$ cat src/rtl/draw_scheduler.sv
// Purpose: shares the framebuffer write port between three pixel requesters and a screen-clear engine.
// Latency: one cycle from grant to registered plot strobe; a full clear takes SCREEN_W*SCREEN_H cycles.
// Backpressure: a requester holds req until granted; clear_req and the clear engine stall all grants.
//
// Ports:
//   clk, rst              clock and synchronous active-high reset
//   clear_req             level request to start a full-screen clear (ignored while clearing)
//   req/req_x/req_y/req_col  three pixel requesters (0 tail-erase, 1 head, 2 food), packed slices
//   gnt                   one-hot combinational grant in the same cycle as req
//   clear_busy/clear_done clear engine owns the port / final clear pixel strobe
//   plot_x/plot_y/plot_col/plot  registered pixel write towards the VGA adapter
module draw_scheduler #(
    parameter int X_W      = 8,
    parameter int Y_W      = 7,
    parameter int COL_W    = 3,
    parameter int SCREEN_W = 160,
    parameter int SCREEN_H = 120,
    parameter int CLR_COL  = 0
) (
    input  logic               clk,
    input  logic               rst,
    input  logic               clear_req,
    input  logic [2:0]         req,
    input  logic [3*X_W-1:0]   req_x,
    input  logic [3*Y_W-1:0]   req_y,
    input  logic [3*COL_W-1:0] req_col,
    output logic [2:0]         gnt,
    output logic               clear_busy,
    output logic               clear_done,
    output logic [X_W-1:0]     plot_x,
    output logic [Y_W-1:0]     plot_y,
    output logic [COL_W-1:0]   plot_col,
    output logic               plot
);

    typedef enum logic {
        ARB   = 1'b0,
        CLEAR = 1'b1
    } state_t;

    state_t           state, state_nxt;
    logic [1:0]       ptr, ptr_nxt;
    logic [X_W-1:0]   cx;
    logic [Y_W-1:0]   cy;
    logic [2:0]       gnt_int;
    logic             pick_vld;
    logic             last_pix;
    logic [X_W-1:0]   pix_x;
    logic [Y_W-1:0]   pix_y;
    logic [COL_W-1:0] pix_col;

    // Round-robin successor over the three requesters (ptr only ever holds 0..2).
    function automatic logic [1:0] rr_next(input logic [1:0] p);
        return (p == 2'd2) ? 2'd0 : p + 2'd1;
    endfunction

    assign last_pix = (state == CLEAR) &&
                      (cx == X_W'(SCREEN_W - 1)) &&
                      (cy == Y_W'(SCREEN_H - 1));

    always_comb begin
        logic [1:0] c0, c1, c2;
        state_nxt  = state;
        ptr_nxt    = ptr;
        gnt_int    = 3'b000;
        pick_vld   = 1'b0;
        clear_busy = 1'b0;
        clear_done = 1'b0;
        c0 = rr_next(ptr);
        c1 = rr_next(c0);
        c2 = ptr;

        case (state)
            ARB: begin
                // A clear request wins outright; pending pixel requests simply wait.
                if (clear_req) begin
                    state_nxt = CLEAR;
                end else if (req != 3'b000) begin
                    pick_vld = 1'b1;
                    if (req[c0]) begin
                        gnt_int[c0] = 1'b1;
                        ptr_nxt     = c0;
                    end else if (req[c1]) begin
                        gnt_int[c1] = 1'b1;
                        ptr_nxt     = c1;
                    end else begin
                        gnt_int[c2] = 1'b1;
                        ptr_nxt     = c2;
                    end
                end
            end
            CLEAR: begin
                clear_busy = 1'b1;
                if (last_pix) begin
                    clear_done = 1'b1;
                    state_nxt  = ARB;
                end
            end
            default: state_nxt = ARB;
        endcase

        gnt = gnt_int;
        // Nothing is granted or reported while reset is being applied.
        if (rst) begin
            gnt        = 3'b000;
            clear_busy = 1'b0;
            clear_done = 1'b0;
        end
    end

    // Select the granted requester's pixel slice.
    always_comb begin
        pix_x   = '0;
        pix_y   = '0;
        pix_col = '0;
        for (int i = 0; i < 3; i++) begin
            if (gnt_int[i]) begin
                pix_x   = req_x[i*X_W +: X_W];
                pix_y   = req_y[i*Y_W +: Y_W];
                pix_col = req_col[i*COL_W +: COL_W];
            end
        end
    end

    always_ff @(posedge clk) begin
        if (rst) begin
            state    <= ARB;
            ptr      <= 2'd2;
            cx       <= '0;
            cy       <= '0;
            plot     <= 1'b0;
            plot_x   <= '0;
            plot_y   <= '0;
            plot_col <= '0;
        end else begin
            state <= state_nxt;
            ptr   <= ptr_nxt;
            case (state)
                ARB: begin
                    if (clear_req) begin
                        cx   <= '0;
                        cy   <= '0;
                        plot <= 1'b0;
                    end else if (pick_vld) begin
                        plot     <= 1'b1;
                        plot_x   <= pix_x;
                        plot_y   <= pix_y;
                        plot_col <= pix_col;
                    end else begin
                        plot <= 1'b0;
                    end
                end
                CLEAR: begin
                    plot     <= 1'b1;
                    plot_x   <= cx;
                    plot_y   <= cy;
                    plot_col <= COL_W'(CLR_COL);
                    // Raster scan; both counters fall back to 0 after the last pixel.
                    if (cx == X_W'(SCREEN_W - 1)) begin
                        cx <= '0;
                        if (cy == Y_W'(SCREEN_H - 1)) begin
                            cy <= '0;
                        end else begin
                            cy <= cy + Y_W'(1);
                        end
                    end else begin
                        cx <= cx + X_W'(1);
                    end
                end
                default: plot <= 1'b0;
            endcase
        end
    end

endmodule

$ cat config.mk
export PLATFORM = sky130hd
export DESIGN_NAME = draw_scheduler
export DESIGN_NICKNAME = d
export VERILOG_FILES = /design/src/rtl/draw_scheduler.sv
export SDC_FILE = /design/constraint.sdc
export NUM_CORES = 1
export LEC_CHECK = 0
export ABC_AREA = 1
export CAP_MARGIN = 10
export CORE_MARGIN = 10
export CORE_UTILIZATION = 48
export DETAILED_ROUTE_END_ITERATION = 12
export PLACE_DENSITY = 0.85
export SLEW_MARGIN = 5
export SYNTH_ARGS = -nofsm -noshare
export SYNTH_HDL_FRONTEND = slang
export SYNTH_SLANG_ARGS = --single-unit
export TNS_END_PERCENT = 5
$ cat constraint.sdc
create_clock -name clk -period 3.7 [get_ports clk]
set_clock_uncertainty 0.15 [all_clocks]
set_input_delay 0.925 -clock clk [delete_from_list [all_inputs] [get_ports clk]]
set_output_delay 0.925 -clock clk [all_outputs]
set_load 0.03 [all_outputs]
Word level (Yosys, flattened, before mapping)

Index checks and enable logic that the tools add are counted.

Register bits: 37
Input bits: 60
Output and inout bits: 24
Word-level logic and storage cells: 97

Add/sub/neg operators: 4
Order comparisons: 6
Eq/ne operators: 8
Mux-type cells: 59
Bitwise logic cells: 2
Reduce and logical (&&, ||, !) cells: 10

Operators by type and width:

| kind                                                                  | number |
|---|---|
| 7-bit two-way mux                                                     | 8 |
| 8-bit two-way mux                                                     | 7 |
| 3-bit two-way mux                                                     | 11 |
| 8-bit one-hot mux with 2 select lines                                 | 2 |
| 7-bit one-hot mux with 2 select lines                                 | 2 |
| 1-bit two-way mux                                                     | 17 |
| 2-bit by 3-bit < comparator with 1-bit output, second input constant  | 3 |
| 8-bit by 1-bit adder with 8-bit output, second input constant         | 1 |
| 8-bit == test, second input constant                                  | 1 |
| 2-bit two-way mux                                                     | 4 |
| 7-bit by 1-bit adder with 7-bit output, second input constant         | 1 |
| 7-bit == test, second input constant                                  | 1 |
| 1-bit demux with 2-bit select                                         | 3 |
| 2-bit by 1-bit >= comparator with 1-bit output, second input constant | 3 |
| 2-bit != test, second input constant                                  | 3 |
| 3-bit one-hot mux with 2 select lines                                 | 1 |
| 1-bit logical AND                                                     | 5 |
| 2-bit by 1-bit adder with 2-bit output, second input constant         | 2 |
| 1-bit binary-select mux with 2-bit select                             | 2 |
| 2-bit == test, second input constant                                  | 2 |
| 1-bit one-hot mux with 2 select lines                                 | 2 |
| 2-bit AND reduction                                                   | 2 |
| 4-bit AND reduction                                                   | 1 |
| 3-bit nonzero test                                                    | 1 |
| 3 further kinds                                                       | 4 |

Depth between registers and ports, before layout

Depth after elaboration: 19
Depth in mapped cells: 12
Gate-level depth less buffers: 11

Worst setup path before layout

OpenSTA, ideal clock, no wires.

Path type: input port to output port
Start point: input req[1]
End point: output gnt[2]
Arrival: 2.118 ns
Data required time: 2.625 ns
Path slack: 0.507 ns
Stages on the path: 8
Path buffers: 0
Cells stage by stage: inv_1 > nand2_1 > nand3_2 > nand2_1 > nand2_1 > nand2_4 > nand2_1 > nor3_1

Word-level cells in the longest chain between the ends: 8
Elaborated cells between the ends (all ways): 11
Classes of those cells: mux: 10; reduce/logical: 1

Ends and longest elaborated chain:

| item                                      | line | source |
|---|---|---|
| start: declaration                        | 23   | `input logic [2:0] req,` |
| 1-bit binary-select mux with 2-bit select | 83   | `end else if (req[c1]) begin` |
| 1-bit two-way mux (implied by the code)   | 83   |  |
| 3-bit two-way mux                         | 83   |  |
| 3-bit two-way mux                         | 80   | `if (req[c0]) begin` |
| 3-bit two-way mux *                       | 78   | `end else if (req != 3'b000) begin` |
| 3-bit two-way mux *                       | 76   | `if (clear_req) begin` |
| 3-bit two-way mux *                       | 73   | `case (state)` |
| 3-bit two-way mux *                       | 104  | `if (rst) begin` |
| end: declaration                          | 27   | `output logic [2:0] gnt,` |

Mark *: on every way between the ends. The rest lies on a longest branch, timed or not. The select of a mux whose other input is x is not followed.

Final worst setup path

Ends and elaborated chain as after synthesis.

==> impl_metrics.py <==
metrics = {
    "place": {
        "place.port_buffers": 83,
        "placed_cell_area_mm2": 0.00316,
        "gp_congestion": 0.936,
        "dp_hpwl_um": 6160,
    },
    "yosys": {
        "syn_area_per_cell_um2": 6.54,
        "syn_inst": 355,
        "yosysSeqAreaShare": 0.319,
        "ys.warnings.count": 0,
        "yosysTopAreaCell": "dfxtp_1",
        "synthTopCellsByArea": "dfxtp_1 32%, nand2_1 11%, nand3_1 10%",
        "synth-async-reset-ratio": 0,
        "syn_nets": 417,
        "ys.flop_type": "dfxtp_1",
        "ys_types": 36,
        "ys_ff_latch": 37,
        "synth-edff-count": 0,
        "yosysTopAreaCellShare": 0.319,
        "syn_area_mm2": 0.00232,
    },
    "min_path": {
        "hold_path_class": "reg2reg",
    },
    "grt": {
        "grt_max_degree": 31,
        "antenna_found_initial": 0,
        "track_usage": 0.202,
        "grt_overflow": 0,
        "grt_pass1_vias": 2743,
        "grt_pass1_wl_um": 12700,
    },
    "cells_and_area": {
        "drive_above_1_share": 0.0932,
        "area.growth.synth_to_final_pct": 40.5,
        "regArea_um2": 741,
        "diodes": 0,
        "finalNetCount": 501,
        "multi_input_area_mm2": 0.00133,
        "fillCellCount": 422,
        "design_area_mm2": 0.00326,
    },
    "cts": {
        "cts_resized": 0,
        "numCtsBuffers": 5,
        "clkTransAtPathRegs_ps": 70,
        "cts_buffer_depth": 2,
        "cts_setup_buffers": 0,
        "ctsHoldBuffers": 0,
        "root_buffer": "clkbuf_8",
        "tritoncts": "done",
        "clk_latency_ps": 290,
        "cts_htree_levels": 2,
        "numClockSinks": 37,
    },
    "critical_path": {
        "path_class": "in2out",
        "critPathMaxFanout": 3,
        "startpoint_type": "input pin",
        "cp.arrival_ps": 2530,
        "cp-end-kind": "output pin",
        "required_ps": 2620,
    },
    "timing": {
        "finalCriticalPeriod_ps": 3610,
        "setup_tns_ps": 0,
        "finalSetupViolCount": 0,
        "slew_headroom": 0.674,
        "finalCritPeriodShare": 0.975,
        "worst_slew_pin_slew_ps": 487,
        "finalMaxSlewViolations": 0,
        "max_freq_ghz": 0.277,
        "rsz0062_at_grt": "false",
        "hold_viol": 0,
    },
    "power_and_ir_drop": {
        "ir_drop_mv": 0.144,
        "leakage_nw": 1.35,
        "powerDensity_mw_per_mm2": 347,
    },
    "drt": {
        "ant_nets": 0,
        "num_vias": 2784,
        "drcViolationCount": 0,
        "viasPerCell": 5.64,
        "wl_um": 8060,
        "drtPass1Iterations": 5,
        "drt_iter0_markers": 230,
        "drt-wirelength-per-cell_um": 16.3,
    },
    "die": {
        "initial_utilization": 0.495,
        "rows": 25,
        "die_h_um": 89.5,
        "core_area_mm2": 0.00469,
        "die_x_um": 89.5,
        "ioPinCount": 84,
        "die-area_mm2": 0.00802,
    },
    "job": {
        "maxCapViolations": 0,
    },
    "status": {
        "status": "complete, no violations",
    },
}
[routing by layer]
layer / GRT usage / vias to the layer above / wire length [um]
li1: - / 1374 / -
met1: 0.239 / 1279 / 3420
met3: 0.0419 / 18 / 478
met2: 0.350 / 113 / 3980
met4: 0.0737 / 0 / 174
met5: 0 / - / 0
[cell usage in the layout (no fill, tap or decap), types with 5 or more instances in the layout]
cell type	synthesis	layout
buf_4	2	15
nand2_2	6	6
nand3_1	48	48
o21ai_0	24	24
nor3_1	5	5
clkbuf_8	0	7
nand4_1	31	31
nand2_1	71	71
clkdlybuf4s50_1	0	78
a21oi_1	11	11
inv_1	31	31
nor2_1	46	46
dfxtp_1	37	37
[kinds of logic after synthesis]
logic type,Yosys count,synth area share
AND/OR/NAND/NOR,219,0.452
buffers and inverters,51,0.109
AO/OA/AOI/OAI,46,0.109
flip-flops,37,0.319
adder cells (fa/ha/maj),2,0.0108
[synthesized netlist by cell type, types with 2 or more instances]
cell      count
a21oi_1      11
a31oi_1       2
buf_2         4
buf_4         2
buf_6         6
clkbuf_1      3
dfxtp_1      37
ha_1          2
inv_1        31
inv_2         3
nand2_1      71
nand2_2       6
nand3_1      48
nand3_2       2
nand4_1      31
nor2_1       46
nor2_2        2
nor3_1        5
o21ai_0      24
o21ai_1       2
o22ai_1       2
[metrics by stage]
step	hold WS, ps	cells	setup slack [ps]	power [mW]	utilization
floorplan	309	355	507	0.667	-
global placement	323	486	196	0.814	0.674
detailed placement	330	486	173	0.823	0.674
CTS	343	494	166	1.13	0.695
global route	380	494	46.3	1.18	0.695
finish	344	494	93.0	1.13	0.695
[critical path, cell delays in order]
cell             delay [ps]
clkdlybuf4s50_1         500
inv_1                    60
nand2_1                 110
nand3_2                 110
nand2_1                  80
nand2_1                  80
nand2_4                  60
nand2_1                  50
nor3_1                  300
buf_4                   240
[worst paths after layout]
check,start,endpoint,slack (ps),depth (start not counted)
max reg2reg,cx[0]$_SDFFE_PP0N_,cy[5]$_SDFFE_PP0P_,1670,10
min,cx[4]$_SDFFE_PP0N_,cx[4]$_SDFFE_PP0N_,340,2
min reg2reg,cx[4]$_SDFFE_PP0N_,cx[4]$_SDFFE_PP0N_,340,2
max,req[1],gnt[2],90,10
[registers in the layout, summed over array words and instances, names as in the netlist]
| register | count |
|---|---|
| state | 1 |
| ptr | 2 |
| cx | 8 |
| plot_x | 8 |
| plot_col | 3 |
| plot | 1 |
| plot_y | 7 |
| cy | 7 |
[cell type report]
type,count,area share
flip-flops and latches,37,0.227
well taps,54,0.0207
multi-input cells,267,0.407
inverters,35,0.0403
clock inverters,1,0.00153
clock buffers,7,0.0295
repair buffers,93,0.274
[report_power, final]
group | switching (mW) | internal (mW) | leakage (nW)
registers | 0.0174 | 0.423 | 0.302
logic | 0.220 | 0.157 | 0.995
clock network | 0.147 | 0.168 | 0.0542
total | 0.385 | 0.748 | 1.35
Power figures use the tool's default switching activity.
